$ cat src/rtl/stream_demux2.sv
// Steers one valid/ready stream to channel A or B in grant bursts of up to HOLD beats; one-entry output register per channel.
// One cycle from input beat to output valid; input stalls while the granted channel's register is full and not being drained.
module stream_demux2 #(
  parameter int WIDTH = 8,
  parameter int HOLD  = 4
) (
  input  logic             clk,
  input  logic             rst,
  input  logic [WIDTH-1:0] in_data,
  input  logic             in_valid,
  output logic             in_ready,
  input  logic             fa,
  input  logic             fb,
  output logic [WIDTH-1:0] out_a_data,
  output logic             out_a_valid,
  input  logic             out_a_ready,
  output logic [WIDTH-1:0] out_b_data,
  output logic             out_b_valid,
  input  logic             out_b_ready,
  output logic             sel,
  output logic             busy
);

  localparam int CW = $clog2(HOLD + 1);
  localparam logic [CW-1:0] HOLD_C = CW'(HOLD);
  localparam logic [CW-1:0] ONE_C  = CW'(1);

  typedef enum logic [1:0] {IDLE, ROUTE_A, ROUTE_B} state_t;

  state_t        state;
  logic [CW-1:0] cnt;
  logic          last_b;
  logic          acc;
  logic          a_done;
  logic          b_done;

  always_comb begin
    in_ready = 1'b0;
    case (state)
      ROUTE_A: in_ready = (cnt < HOLD_C) && fa && (!out_a_valid || out_a_ready);
      ROUTE_B: in_ready = (cnt < HOLD_C) && fb && (!out_b_valid || out_b_ready);
      default: in_ready = 1'b0;
    endcase
  end

  assign acc = in_valid & in_ready;

  // Leave a route only once the burst is over and the output register is empty or emptying.
  assign a_done = ((cnt == HOLD_C) || !fa) && !acc && (!out_a_valid || out_a_ready);
  assign b_done = ((cnt == HOLD_C) || !fb) && !acc && (!out_b_valid || out_b_ready);

  always_ff @(posedge clk) begin
    if (rst) begin
      state       <= IDLE;
      cnt         <= '0;
      out_a_valid <= 1'b0;
      out_b_valid <= 1'b0;
      out_a_data  <= '0;
      out_b_data  <= '0;
      sel         <= 1'b0;
      busy        <= 1'b0;
      last_b      <= 1'b1;
    end else begin
      case (state)
        IDLE: begin
          if (fa && (!fb || last_b)) begin
            state  <= ROUTE_A;
            sel    <= 1'b0;
            last_b <= 1'b0;
            cnt    <= '0;
            busy   <= 1'b1;
          end else if (fb) begin
            state  <= ROUTE_B;
            sel    <= 1'b1;
            last_b <= 1'b1;
            cnt    <= '0;
            busy   <= 1'b1;
          end
        end
        ROUTE_A: begin
          if (acc) begin
            out_a_data  <= in_data;
            out_a_valid <= 1'b1;
            cnt         <= cnt + ONE_C;
          end else if (out_a_valid && out_a_ready) begin
            out_a_valid <= 1'b0;
          end
          if (a_done) begin
            state <= IDLE;
            busy  <= 1'b0;
          end
        end
        ROUTE_B: begin
          if (acc) begin
            out_b_data  <= in_data;
            out_b_valid <= 1'b1;
            cnt         <= cnt + ONE_C;
          end else if (out_b_valid && out_b_ready) begin
            out_b_valid <= 1'b0;
          end
          if (b_done) begin
            state <= IDLE;
            busy  <= 1'b0;
          end
        end
        default: begin
          state <= IDLE;
          busy  <= 1'b0;
        end
      endcase
    end
  end

endmodule
$ cat config.mk
export PLATFORM = sky130hd
export DESIGN_NAME = stream_demux2
export DESIGN_NICKNAME = d
export VERILOG_FILES = /design/src/rtl/stream_demux2.sv
export SDC_FILE = /design/constraint.sdc
export NUM_CORES = 1
export LEC_CHECK = 0
export ABC_AREA = 1
export CAP_MARGIN = 20
export CORE_ASPECT_RATIO = 1.25
export CORE_MARGIN = 2
export CORE_UTILIZATION = 65
export DETAILED_ROUTE_END_ITERATION = 10
export DONT_BUFFER_PORTS = 1
export GPL_ROUTABILITY_DRIVEN = 0
export GPL_TIMING_DRIVEN = 0
export PLACE_DENSITY = 0.81
export SLEW_MARGIN = 20
export SYNTH_ARGS = -nofsm -noshare
export SYNTH_HDL_FRONTEND = slang
export SYNTH_SLANG_ARGS = --single-unit
export TNS_END_PERCENT = 1
$ cat constraint.sdc
create_clock -name clk -period 3.8 [get_ports clk]
set_input_delay 0.57 -clock clk [delete_from_list [all_inputs] [get_ports clk]]
set_output_delay 0.57 -clock clk [all_outputs]
set_load 0.01 [all_outputs]
# After elaboration in Yosys (flattened, before gate mapping)
# Cells that the tools add are included.
dict set report word_totals {
  ff_bits 26
  word_cells 73
}
dict set report op_classes {
  muxes 20
  bitwise 1
  reduce_logical 34
  add_sub_neg 1
  n_eq_ne 7
  n_lt_le_gt_ge 1
}
# cell n
set op_table {}
lappend op_table {{$logic_and A1 B1 Y1} 11}
lappend op_table {{$reduce_and A2 Y1} 5}
lappend op_table {{$mux W1} 9}
lappend op_table {{$mux W3} 3}
lappend op_table {{$mux W2} 4}
lappend op_table {{$reduce_bool A2 Y1} 4}
lappend op_table {{$pmux W2 S3} 1}
lappend op_table {{$pmux W3 S2} 1}
lappend op_table {{$reduce_and A3 Y1} 2}
lappend op_table {{$logic_not A1 Y1} 5}
lappend op_table {{$logic_or A1 B1 Y1} 5}
lappend op_table {{$ne A2 B2 Y1 const B} 2}
lappend op_table {{$add A3 B1 Y3 const B} 1}
lappend op_table {{$eq A3 B3 Y1 const B} 1}
lappend op_table {{$lt A3 B3 Y1 const B} 1}
lappend op_table {{$ne A3 B3 Y1 const B} 1}
lappend op_table {{$pmux W1 S3} 1}
lappend op_table {{$eq A2 B1 Y1 const B} 1}
lappend op_table {{$eq A2 B2 Y1 const B} 1}
lappend op_table {{$logic_not A2 Y1} 1}
lappend op_table {{$ne A2 B1 Y1 const B} 1}
lappend op_table {{$pmux W1 S2} 1}
lappend op_table {{$reduce_or A2 Y1} 1}
lappend op_table {{$and A1 B1 Y1} 1}

# Logic depth before layout (Yosys ltp)
dict set report depth {
  word_depth 10
  mapped_depth 12
  mapped_depth_nobuf 12
}

# Worst setup path before layout
# OpenSTA, ideal clock, no wires.
dict set report synth_timing {
  kind {reg-to-output}
  startpoint {register state[0]}
  endpoint {output port in_ready}
  arrival_ps 1237
  path_slack_ps 1993
  path_stages_with_launch 6
  t_required_ps 3230
  cell_sequence {dfxtp_1 > inv_1 > ha_1 > inv_1 > nor2_2 > a21boi_0}
}
dict set report synth_between {
  elab_chain_len 2
  word_cells_on_any_way 3
}
# element line_no
set synth_lines {}
lappend synth_lines {{from (decl)} 30} ;# state_t state;
lappend synth_lines {{from (signal assigned)} 54} ;# state <= IDLE;
lappend synth_lines {{from (signal assigned)} 67} ;# state <= ROUTE_A;
lappend synth_lines {{from (signal assigned)} 73} ;# state <= ROUTE_B;
lappend synth_lines {{$eq A2 B2 Y1 or $eq A2 B1 Y1 (tied branches)} 39} ;# case (state)
lappend synth_lines {{$pmux W1 S2 *} 39}
lappend synth_lines {{to (decl)} 11} ;# output logic in_ready,
# Every way passes the cells marked *; elsewhere a longest branch is shown, timed or not.

# Worst setup path after layout
dict set report layout_timing {
  startpoint {register state[1]}
  endpoint {output port in_ready}
}
# Same word-level chain as after synthesis.

==> flow_results.xml <==
<?xml version="1.0" encoding="UTF-8"?>
<metrics>
  <group name="worst_setup_path">
    <metric name="critical_path.startpoint_type" unit="">flip-flop</metric>
    <metric name="crit_path_max_fanout" unit="">4</metric>
    <metric name="worstRegToRegCells" unit="">8</metric>
    <metric name="timing.critical_path.required" unit="ns">3.23</metric>
    <metric name="worst_setup_path_end_kind" unit="">primary output</metric>
    <metric name="cp_num_buf_inv" unit="">2</metric>
    <metric name="worst-r2r-setup-slack" unit="ns">1.99</metric>
    <metric name="timing.critical_path.slowest_cell_delay" unit="ns">0.40</metric>
    <metric name="critical_path.reg2reg.endpoint" unit="">out_a_data[7]$_SDFFE_PP0P_</metric>
    <metric name="r2r_start" unit="">state[1]$_SDFFE_PP0P_</metric>
    <metric name="worst_path_cell_chain" unit="">inv_1 -&gt; ha_1 -&gt; inv_1 -&gt; nor2_2 -&gt; a21boi_0</metric>
    <metric name="critical_path.top_delay_family" unit="">flip-flops</metric>
    <metric name="critical-path-top-cell-by-count" unit="">inv_1</metric>
    <metric name="cp_slowest_cell" unit="">dfxtp_1</metric>
    <metric name="crit_type" unit="">reg -&gt; out</metric>
    <metric name="worst_ep_arrival_time" unit="ns">1.75</metric>
  </group>
  <group name="sta">
    <metric name="period_share" unit="%">61.2</metric>
    <metric name="slew_violations" unit="">0</metric>
    <metric name="number_of_failing_setup_endpoints_in_the_final_timing_report" unit="">0</metric>
    <metric name="final.min_clock_period" unit="ns">2.32</metric>
    <metric name="worstMarginPinSlew" unit="ns">0.429</metric>
    <metric name="skew" unit="ns">0.00649</metric>
    <metric name="final_hold_violation_count" unit="">0</metric>
    <metric name="rsz0062_at_grt" unit="">no</metric>
    <metric name="clock.fmax" unit="MHz">430</metric>
    <metric name="post_route_setup_tns" unit="ns">0</metric>
    <metric name="timing.slew.headroom" unit="%">71.4</metric>
  </group>
  <group name="clock_tree">
    <metric name="clock_latency" unit="ns">0.32</metric>
    <metric name="post_cts_resize_count" unit="">0</metric>
    <metric name="max-clock-path-buffers" unit="">2</metric>
    <metric name="worst_setup_hold_path_clk_slew" unit="ns">0.13</metric>
    <metric name="holdBufCountCts" unit="">0</metric>
    <metric name="post_cts_setup_buffers" unit="">0</metric>
    <metric name="h-tree-depth" unit="">1</metric>
    <metric name="cts_made_buffers" unit="">3</metric>
    <metric name="cts_tree" unit="">built</metric>
    <metric name="cts_sinks" unit="">26</metric>
    <metric name="root_buffer_master" unit="">clkbuf_4</metric>
  </group>
  <group name="synthesis">
    <metric name="syn-instance-count" unit="">158</metric>
    <metric name="synth_area_leaders" unit="">dfxtp_1 (44%), a21oi_1 (11%), inv_1 (9.5%)</metric>
    <metric name="post-synth-top-area-cell" unit="">dfxtp_1</metric>
    <metric name="synth_top_cell_area_share" unit="%">44.0</metric>
    <metric name="synth_nets" unit="">178</metric>
    <metric name="synth_cell_types" unit="">19</metric>
    <metric name="synthesis.yosys.warnings" unit="">0</metric>
    <metric name="syn-cell-area" unit="mm^2">0.00118</metric>
    <metric name="synth-seq-cells" unit="">26</metric>
    <metric name="yosysSeqAreaShare" unit="%">44.0</metric>
    <metric name="syn_area_per_cell" unit="um^2">7.49</metric>
  </group>
  <group name="status">
    <metric name="outcome" unit="">complete, no violations</metric>
  </group>
  <group name="layout">
    <metric name="fillCellCount" unit="">153</metric>
    <metric name="mostFrequentLayoutCells" unit="">inv_1 (30), nand2_1 (29), a21oi_1 (27)</metric>
    <metric name="area_delta_synth_final" unit="%">3.91</metric>
    <metric name="most_common_library_cell_in_the_layout_ignoring_fill_and_taps" unit="">inv_1</metric>
    <metric name="final_layout_size_suffix_gt1_share" unit="%">8.70</metric>
    <metric name="finish.cell_count_without_fillers" unit="">180</metric>
    <metric name="nNetsFinal" unit="">183</metric>
    <metric name="inserted_diodes" unit="">0</metric>
  </group>
  <group name="global_routing">
    <metric name="grt_max_degree" unit="">14</metric>
    <metric name="grt_overflow_total" unit="">0</metric>
    <metric name="initial_antenna_violation_count" unit="">0</metric>
    <metric name="grt_pass1_wl" unit="um">3970</metric>
    <metric name="track_usage" unit="%">24.1</metric>
    <metric name="grt_pass1_vias" unit="">976</metric>
  </group>
  <group name="flow_run">
    <metric name="max_cap_viol_count" unit="">0</metric>
  </group>
  <group name="detailed_routing">
    <metric name="route.antenna.remaining_nets" unit="">0</metric>
    <metric name="totalWireLength" unit="um">2340</metric>
    <metric name="detail_route.vias_per_cell" unit="">5.56</metric>
    <metric name="vias" unit="">1000</metric>
    <metric name="drt_first_iter_violations" unit="">20</metric>
    <metric name="routed_wire_length_per_instance" unit="um">13.0</metric>
    <metric name="drt_pre_antenna_iters" unit="">4</metric>
    <metric name="drcViolationCount" unit="">0</metric>
  </group>
  <group name="die">
    <metric name="width_of_the_die" unit="um">42.2</metric>
    <metric name="fp-row-count" unit="">17</metric>
    <metric name="core" unit="mm^2">0.00174</metric>
    <metric name="die_area" unit="mm^2">0.00218</metric>
    <metric name="io_pins" unit="">36</metric>
    <metric name="initial_core_util" unit="%">67.9</metric>
    <metric name="fp.dieH" unit="um">51.7</metric>
  </group>
  <group name="place">
    <metric name="buffer_ports.inserted" unit="">0</metric>
    <metric name="placed_cells" unit="">177</metric>
    <metric name="placed_wire_length_estimate" unit="um">1840</metric>
  </group>
  <group name="min_path">
    <metric name="worst_hold_path_cell_count" unit="">2</metric>
    <metric name="hold_end" unit="">out_a_data[7]$_SDFFE_PP0P_</metric>
    <metric name="timing.hold.worst.class" unit="">in -&gt; reg</metric>
    <metric name="startpoint_of_the_most_critical_hold_path" unit="">in_data[7]</metric>
  </group>
  <group name="power_and_ir_drop">
    <metric name="power_leakage" unit="nW">0.505</metric>
    <metric name="power.ir.vdd_worst" unit="mV">0.291</metric>
    <metric name="power_per_cell_area" unit="mW/mm^2">420</metric>
  </group>
</metrics>
## stage by stage
| stage | instance area (um^2) | worst slack (ns) | hold WS [ns] | util (%) | total power [mW] |
|---|---|---|---|---|---|
| after detailed placement | 1210 | 1.83 | 0.483 | 69.2 | 0.411 |
| after CTS | 1230 | 1.46 | 0.406 | 70.5 | 0.521 |
| final | 1230 | 1.48 | 0.413 | 70.5 | 0.517 |
| after floorplan | 1180 | 1.99 | 0.452 | - | 0.389 |
| after global routing | 1230 | 1.33 | 0.411 | 70.5 | 0.548 |
| after global placement | 1210 | 1.89 | 0.468 | 69.2 | 0.403 |
## layout make-up
type / instances / area, um^2 / share of cell area, %
flip-flops and latches: 26 / 520 / 42.3
multi-input cells: 97 / 515 / 41.9
inverters: 31 / 116 / 9.46
plain buffers: 4 / 31.3 / 2.54
well taps: 19 / 23.8 / 1.93
clock buffers: 3 / 22.5 / 1.83
## registers in the layout, indices dropped and copies added (netlist names)
| signal | count |
|---|---|
| busy | 1 |
| cnt | 3 |
| last_b | 1 |
| out_a_data | 8 |
| out_a_valid | 1 |
| out_b_data | 8 |
| out_b_valid | 1 |
| sel | 1 |
| state | 2 |
## cells in the mapped netlist, drive strengths merged
library cell,count
dfxtp,26
nor2,4
o21ai,19
buf,3
inv,30
a21oi,27
or2,1
nand2,30
clkinv,1
nand3,8
a21boi,1
ha,5
clkbuf,1
nand4,2
## layer usage
metal | global-route usage [%] | part of all wire (%)
met1 | 26.2 | 41
met2 | 43.6 | 54
met3 | 3.13 | 4.0
met4 | 15.1 | 1.6
met5 | 0 | 0
## report_power, final
part	total [mW]	internal (mW)	switching (mW)
clock network	0.112	0.0372	0.0745
logic	0.104	0.0363	0.0681
registers	0.301	0.288	0.0132
## worst max path at each step
| stage | cells after the start | endpoint | startpoint | slack, ns |
|---|---|---|---|---|
| after floorplan | 5 | in_ready | state[0]$_SDFFE_PP0P_ | 1.99 |
| after global placement | 5 | in_ready | state[1]$_SDFFE_PP0P_ | 1.89 |
| after detailed placement | 5 | in_ready | state[1]$_SDFFE_PP0P_ | 1.83 |
| after CTS | 5 | in_ready | state[1]$_SDFFE_PP0P_ | 1.46 |
| after global routing | 5 | in_ready | state[0]$_SDFFE_PP0P_ | 1.33 |
| final | 5 | in_ready | state[1]$_SDFFE_PP0P_ | 1.48 |
## logic make-up after synthesis
group	share of synthesized area (%)
AO/OA/AOI/OAI	21.0
flip-flops	44.0
adder cells (fa/ha/maj)	5.29
buffers and inverters	12.5
AND/OR/NAND/NOR	17.2
(Power assumes the default switching activity.)
